File: src/rtl/mem_arbiter_pkg.sv
// Shared processor definitions for the instruction/data memory arbiter:
// FSM state encoding, requester port ids and default bus widths.
package mem_arbiter_pkg;

    localparam int ADDR_W_DEF = 32;
    localparam int DATA_W_DEF = 32;

    typedef enum logic [2:0] {
        ST_IDLE    = 3'd0,
        ST_BUSY_IF = 3'd1,
        ST_BUSY_D  = 3'd2,
        ST_ACK_IF  = 3'd3,
        ST_ACK_D   = 3'd4
    } state_t;

    typedef enum logic {
        PORT_IF = 1'b0,
        PORT_D  = 1'b1
    } port_t;

    // Round-robin pick: on contention the port not granted last time wins.
    function automatic port_t pick_port(input logic if_req, input logic d_req, input port_t last);
        port_t sel;
        if (if_req && d_req) begin
            sel = (last == PORT_IF) ? PORT_D : PORT_IF;
        end else if (d_req) begin
            sel = PORT_D;
        end else begin
            sel = PORT_IF;
        end
        return sel;
    endfunction

endpackage

File: src/rtl/mem_arbiter_if.sv
// Bus bundle between the fetch/data requesters, the arbiter and the shared memory.
// The master view belongs to the arbiter, which masters the shared memory bus.
interface mem_arbiter_if
    import mem_arbiter_pkg::*;
#(
    parameter int ADDR_W = ADDR_W_DEF,
    parameter int DATA_W = DATA_W_DEF
) ();

    logic              if_req;
    logic [ADDR_W-1:0] if_addr;
    logic [DATA_W-1:0] if_rdata;
    logic              if_ack;

    logic              d_req;
    logic              d_we;
    logic [ADDR_W-1:0] d_addr;
    logic [DATA_W-1:0] d_wdata;
    logic [DATA_W-1:0] d_rdata;
    logic              d_ack;

    logic              mem_req;
    logic              mem_we;
    logic [ADDR_W-1:0] mem_addr;
    logic [DATA_W-1:0] mem_wdata;
    logic [DATA_W-1:0] mem_rdata;
    logic              mem_ready;

    modport master (
        input  if_req, if_addr, d_req, d_we, d_addr, d_wdata, mem_rdata, mem_ready,
        output if_rdata, if_ack, d_rdata, d_ack, mem_req, mem_we, mem_addr, mem_wdata
    );

    modport slave (
        output if_req, if_addr, d_req, d_we, d_addr, d_wdata, mem_rdata, mem_ready,
        input  if_rdata, if_ack, d_rdata, d_ack, mem_req, mem_we, mem_addr, mem_wdata
    );

endinterface

File: src/rtl/mem_arbiter.sv
// Two-port (fetch/data) round-robin arbiter in front of a single shared memory.
// One transaction at a time; every memory output and ack is driven from a register.
module mem_arbiter
    import mem_arbiter_pkg::*;
#(
    parameter int ADDR_W = ADDR_W_DEF,
    parameter int DATA_W = DATA_W_DEF
) (
    input  logic          clk,
    input  logic          rst,
    mem_arbiter_if.master bus
);

    state_t            state_r;
    state_t            state_s;
    port_t             last_grant_r;
    port_t             grant_s;
    logic              start_s;
    logic              capture_s;

    logic              mem_req_r;
    logic              mem_we_r;
    logic [ADDR_W-1:0] mem_addr_r;
    logic [DATA_W-1:0] mem_wdata_r;
    logic              if_ack_r;
    logic              d_ack_r;
    logic [DATA_W-1:0] if_rdata_r;
    logic [DATA_W-1:0] d_rdata_r;

    // Next-state logic; mem_ready only matters while a transaction is outstanding.
    always_comb begin
        state_s   = state_r;
        grant_s   = last_grant_r;
        start_s   = 1'b0;
        capture_s = 1'b0;
        case (state_r)
            ST_IDLE: begin
                if (bus.if_req || bus.d_req) begin
                    start_s = 1'b1;
                    grant_s = pick_port(bus.if_req, bus.d_req, last_grant_r);
                    state_s = (grant_s == PORT_D) ? ST_BUSY_D : ST_BUSY_IF;
                end else begin
                    state_s = ST_IDLE;
                end
            end
            ST_BUSY_IF: begin
                if (bus.mem_ready) begin
                    capture_s = 1'b1;
                    state_s   = ST_ACK_IF;
                end else begin
                    state_s   = ST_BUSY_IF;
                end
            end
            ST_BUSY_D: begin
                if (bus.mem_ready) begin
                    capture_s = 1'b1;
                    state_s   = ST_ACK_D;
                end else begin
                    state_s   = ST_BUSY_D;
                end
            end
            ST_ACK_IF: state_s = ST_IDLE;
            ST_ACK_D:  state_s = ST_IDLE;
            default:   state_s = ST_IDLE;
        endcase
    end

    // State register.
    always_ff @(posedge clk or posedge rst) begin
        if (rst) begin
            state_r <= ST_IDLE;
        end else begin
            state_r <= state_s;
        end
    end

    // Grant, memory-request and completion registers; a reset mid-transaction drops it silently.
    always_ff @(posedge clk or posedge rst) begin
        if (rst) begin
            last_grant_r <= PORT_IF;
            mem_req_r    <= 1'b0;
            mem_we_r     <= 1'b0;
            mem_addr_r   <= {ADDR_W{1'b0}};
            mem_wdata_r  <= {DATA_W{1'b0}};
            if_ack_r     <= 1'b0;
            d_ack_r      <= 1'b0;
            if_rdata_r   <= {DATA_W{1'b0}};
            d_rdata_r    <= {DATA_W{1'b0}};
        end else begin
            if_ack_r <= (state_s == ST_ACK_IF);
            d_ack_r  <= (state_s == ST_ACK_D);
            if (start_s) begin
                mem_req_r    <= 1'b1;
                last_grant_r <= grant_s;
                if (grant_s == PORT_D) begin
                    mem_we_r    <= bus.d_we;
                    mem_addr_r  <= bus.d_addr;
                    mem_wdata_r <= bus.d_wdata;
                end else begin
                    mem_we_r    <= 1'b0;
                    mem_addr_r  <= bus.if_addr;
                    mem_wdata_r <= {DATA_W{1'b0}};
                end
            end else if (capture_s) begin
                mem_req_r <= 1'b0;
                if (state_r == ST_BUSY_IF) begin
                    if_rdata_r <= bus.mem_rdata;
                end else if (!mem_we_r) begin
                    d_rdata_r  <= bus.mem_rdata;
                end
            end
        end
    end

    assign bus.mem_req   = mem_req_r;
    assign bus.mem_we    = mem_we_r;
    assign bus.mem_addr  = mem_addr_r;
    assign bus.mem_wdata = mem_wdata_r;
    assign bus.if_ack    = if_ack_r;
    assign bus.d_ack     = d_ack_r;
    assign bus.if_rdata  = if_rdata_r;
    assign bus.d_rdata   = d_rdata_r;

endmodule

File: src/flat_wrapper.sv
// flat-port wrapper written by rule: the top's interface ports become plain ports
module mem_arbiter_flat import mem_arbiter_pkg::*;
#(
    parameter int ADDR_W = ADDR_W_DEF,
    parameter int DATA_W = DATA_W_DEF
)
  (clk, rst, bus_if_req, bus_if_addr, bus_d_req, bus_d_we, bus_d_addr, bus_d_wdata, bus_mem_rdata, bus_mem_ready, bus_if_rdata, bus_if_ack, bus_d_rdata, bus_d_ack, bus_mem_req, bus_mem_we, bus_mem_addr, bus_mem_wdata);
  mem_arbiter_if #(.ADDR_W(ADDR_W), .DATA_W(DATA_W)) bus_i ();
  input  logic clk;
  input  logic rst;
  input wire logic [$bits(bus_i.if_req)-1:0] bus_if_req;
  input wire logic [$bits(bus_i.if_addr)-1:0] bus_if_addr;
  input wire logic [$bits(bus_i.d_req)-1:0] bus_d_req;
  input wire logic [$bits(bus_i.d_we)-1:0] bus_d_we;
  input wire logic [$bits(bus_i.d_addr)-1:0] bus_d_addr;
  input wire logic [$bits(bus_i.d_wdata)-1:0] bus_d_wdata;
  input wire logic [$bits(bus_i.mem_rdata)-1:0] bus_mem_rdata;
  input wire logic [$bits(bus_i.mem_ready)-1:0] bus_mem_ready;
  output wire logic [$bits(bus_i.if_rdata)-1:0] bus_if_rdata;
  output wire logic [$bits(bus_i.if_ack)-1:0] bus_if_ack;
  output wire logic [$bits(bus_i.d_rdata)-1:0] bus_d_rdata;
  output wire logic [$bits(bus_i.d_ack)-1:0] bus_d_ack;
  output wire logic [$bits(bus_i.mem_req)-1:0] bus_mem_req;
  output wire logic [$bits(bus_i.mem_we)-1:0] bus_mem_we;
  output wire logic [$bits(bus_i.mem_addr)-1:0] bus_mem_addr;
  output wire logic [$bits(bus_i.mem_wdata)-1:0] bus_mem_wdata;
  assign bus_i.if_req = bus_if_req;
  assign bus_i.if_addr = bus_if_addr;
  assign bus_i.d_req = bus_d_req;
  assign bus_i.d_we = bus_d_we;
  assign bus_i.d_addr = bus_d_addr;
  assign bus_i.d_wdata = bus_d_wdata;
  assign bus_i.mem_rdata = bus_mem_rdata;
  assign bus_i.mem_ready = bus_mem_ready;
  assign bus_if_rdata = bus_i.if_rdata;
  assign bus_if_ack = bus_i.if_ack;
  assign bus_d_rdata = bus_i.d_rdata;
  assign bus_d_ack = bus_i.d_ack;
  assign bus_mem_req = bus_i.mem_req;
  assign bus_mem_we = bus_i.mem_we;
  assign bus_mem_addr = bus_i.mem_addr;
  assign bus_mem_wdata = bus_i.mem_wdata;
  mem_arbiter #(.ADDR_W(ADDR_W), .DATA_W(DATA_W)) u_core (.clk(clk), .rst(rst), .bus(bus_i));
endmodule
File: config.mk
export PLATFORM = sky130hd
export DESIGN_NAME = mem_arbiter_flat
export DESIGN_NICKNAME = d
export VERILOG_FILES = /design/src/rtl/mem_arbiter_pkg.sv /design/src/rtl/mem_arbiter_if.sv /design/src/rtl/mem_arbiter.sv /design/src/flat_wrapper.sv
export SDC_FILE = /design/constraint.sdc
export NUM_CORES = 1
export LEC_CHECK = 0
export BUFFER_PORTS_ARGS = -buffer_cell sky130_fd_sc_hd__buf_2
export CAP_MARGIN = 20
export CORE_MARGIN = 2
export CORE_UTILIZATION = 52
export DETAILED_ROUTE_END_ITERATION = 6
export PLACE_DENSITY = 0.84
export SETUP_SLACK_MARGIN = 0.05
export SLEW_MARGIN = 0
export SYNTH_ARGS = -nofsm -noshare
export SYNTH_HDL_FRONTEND = slang
export SYNTH_SLANG_ARGS = --single-unit
File: constraint.sdc
create_clock -name clk -period 6.9 [get_ports clk]
set_input_delay 0.69 -clock clk [delete_from_list [all_inputs] [get_ports clk]]
set_output_delay 0.69 -clock clk [all_outputs]
set_load 0.01 [all_outputs]
==> flow_summary.ini <==
[outcome]
status = complete, no violations

[clock_network]
insertion_delay_ps = 410
cts_buffers = 17
cts_tree = built
cts.htree.levels = 4
post-cts-setup-buffer-count = 0
cts_hold_buf = 0
clock_sinks = 136
cts.path.max_buffers = 2
ctsResizeCount = 0
clkTransAtPathRegs_ps = 50
cts_root_buf = clkbuf_16

[power]
ir_drop_v = 0.000326
combPwrFrac = 0.448
p_per_area_nw_per_um2 = 515
power_frac_clock = 0.195
p_sw_frac = 0.383
p_switching_uw = 1570
power.internal_uw = 2530
p_seq_frac = 0.357
p_leak_uw = 0.00377

[global_routing]
grt_antenna_before_repair = 0
grt_max_degree = 71
grt_pass1_vias = 4871
grt_overflow = 0
grtUsageTotal = 0.260
grt_first_pass_wirelength_um = 26000

[detailed_routing]
drcViolationCount = 0
routedWlPerCell_um = 20.2
drt_iter0_markers = 468
drtPass1Iterations = 5
ant_nets = 0
routed_wl_um = 16900
routed_via_density = 6.01
vias = 5020

[sta]
period_minus_slack_ps = 2450
finalSetupViolCount = 0
tns_ps = 0
skew_ps = 5.80
rsz0062_at_grt = false
period_share = 0.355
slew_headroom = 0.296
hold_viol_final = 0
tightest_slew_ps = 1060
maxSlewViolCount = 0
clock.fmax_mhz = 408

[synth]
synthCells = 442
synth_cell_types = 33
synth-edff-count = 0
synth_seq_area_share = 0.553
synth-seq-cells = 136
ys_warn_count = 0
syn_area_um2 = 6150
synth-async-reset-ratio = 1.00
syn_nets = 576
avgSynthCellArea_um2 = 13.9
synth_ff_type = dfrtp_1

[critical_path]
slowest_stage = and2b_2
cp.required_ps = 7180
critPathMaxStageDelay_ps = 910
reg2reg_setup_slack_ps = 4450
end_kind = flop
path_max_fanout = 32
crit_type = reg -> reg
crit_chain = nor4bb_4 > and2b_2 > mux2_1
cp_top_family = simple AND/OR/NAND/NOR gates
path_buf_inv = 0
cp.arrival_ps = 2730
cp-start-kind = flop

[layout]
final_area_um2 = 7960
antennaDiodeCount = 0
syn_to_final_growth_pct = 29.3
fillers = 773
regArea_um2 = 3400
final_cell_mix = buf_2, dfrtp_1, o221ai_1
layout-drive-gt1-share = 0.535
nNetsFinal = 816
multiInputGateArea_um2 = 2390
final_common_cell = buf_2

[floorplanning]
core_um2 = 11500
initial_utilization = 0.537
dieArea_um2 = 12700
die_x_um = 113
ioPinCount = 266
fp.dieH_um = 113
rows = 39

[placement]
dp_hpwl_um = 11700
gp_routability_congestion = 0.899
placed_area_um2 = 7370
io_buffer_count = 265

[run]
cap_violations = 0

[hold_path]
worstHoldPathType = in -> async
==> cells by family after synthesis <==
group / synth area share
flops: 0.553
mux: 0.135
compound gates: 0.222
simple gates: 0.0287
buf+inv: 0.0610
==> metrics by stage <==
step                      worst slack [ps]  power [uW]  hold slack [ps]  cells   util
final                                 4450        4100              355    835  0.694
after global routing                  4300        4320              413    835  0.694
after CTS                             3710        4080              376    831  0.688
after detailed placement              3710        3250              469    802  0.643
after global placement                3830        3170              460    802  0.643
after floorplan                       2570        2660              518    442      -
==> cell type report <==
| class | count | area share |
|---|---|---|
| Inverter | 2 | 0.00157 |
| Clock buffer | 24 | 0.0580 |
| Clock inverter | 5 | 0.00629 |
| Tap cell | 143 | 0.0225 |
| Multi-Input combinational cell | 248 | 0.301 |
| Timing Repair Buffer | 277 | 0.183 |
| Sequential cell | 136 | 0.428 |
==> cells in the mapped netlist (3+ instances only) <==
cell type,count,area share
dfrtp_1,136,0.55
o221ai_1,44,0.063
a21oi_1,34,0.028
a22o_1,33,0.047
a31oi_1,32,0.033
mux2_4,30,0.073
mux2_1,22,0.040
clkbuf_1,21,0.013
o221ai_2,20,0.049
buf_2,12,0.0098
mux2_2,12,0.022
buf_6,10,0.018
buf_1,5,0.0030
buf_4,5,0.0061
buf_12,3,0.0098
==> worst reg2reg max path: stages (launching register included) <==
cell and delay (ps):
dfrtp_1 640, nor4bb_4 360, and2b_2 910, mux2_1 410
==> power by group through the flow <==
stage	clock [uW]	combinational [uW]	sequential, uW
finish	798	1840	1470
global route	841	1970	1500
CTS	812	1800	1460
detailed placement	0	1790	1460
global placement	0	1740	1440
floorplan	0	1080	1590
==> worst paths after layout <==
path | start | endpoint | depth (start not counted)
setup / recovery | u_core.state_r[1]$_DFF_PP0_ | u_core.bus.d_rdata[27]$_DFFE_PP0P_ | 3
hold / removal | rst | u_core.bus.d_rdata[8]$_DFFE_PP0P_ | 2
setup reg to reg | u_core.state_r[1]$_DFF_PP0_ | u_core.bus.d_rdata[27]$_DFFE_PP0P_ | 3
hold reg to reg | u_core.bus.mem_req$_DFFE_PP0P_ | u_core.bus.mem_req$_DFFE_PP0P_ | 1
max in group asynchronous | rst | u_core.bus.d_rdata[28]$_DFFE_PP0P_ | 3
min in group clk | u_core.bus.mem_req$_DFFE_PP0P_ | u_core.bus.mem_req$_DFFE_PP0P_ | 1
==> routing by layer <==
metal	routed length, um	share of wire	up-vias	track usage
met1	6430	0.38	2472	0.322
met4	298	0.018	0	0.0894
met3	1450	0.086	27	0.0734
met2	8690	0.51	301	0.440
li1	-	-	2220	-
met5	0	0	-	0
==> registers in the layout, indices dropped and copies added, names as in the netlist <==
register / flops
u_core.state_r: 3
u_core.bus.mem_addr: 32
u_core.bus.mem_wdata: 32
u_core.bus.d_rdata: 32
u_core.bus.d_ack: 1
u_core.bus.if_rdata: 32
u_core.bus.if_ack: 1
u_core.bus.mem_req: 1
u_core.bus.mem_we: 1
u_core.last_grant_r: 1
Power figures use the tool's default switching activity.
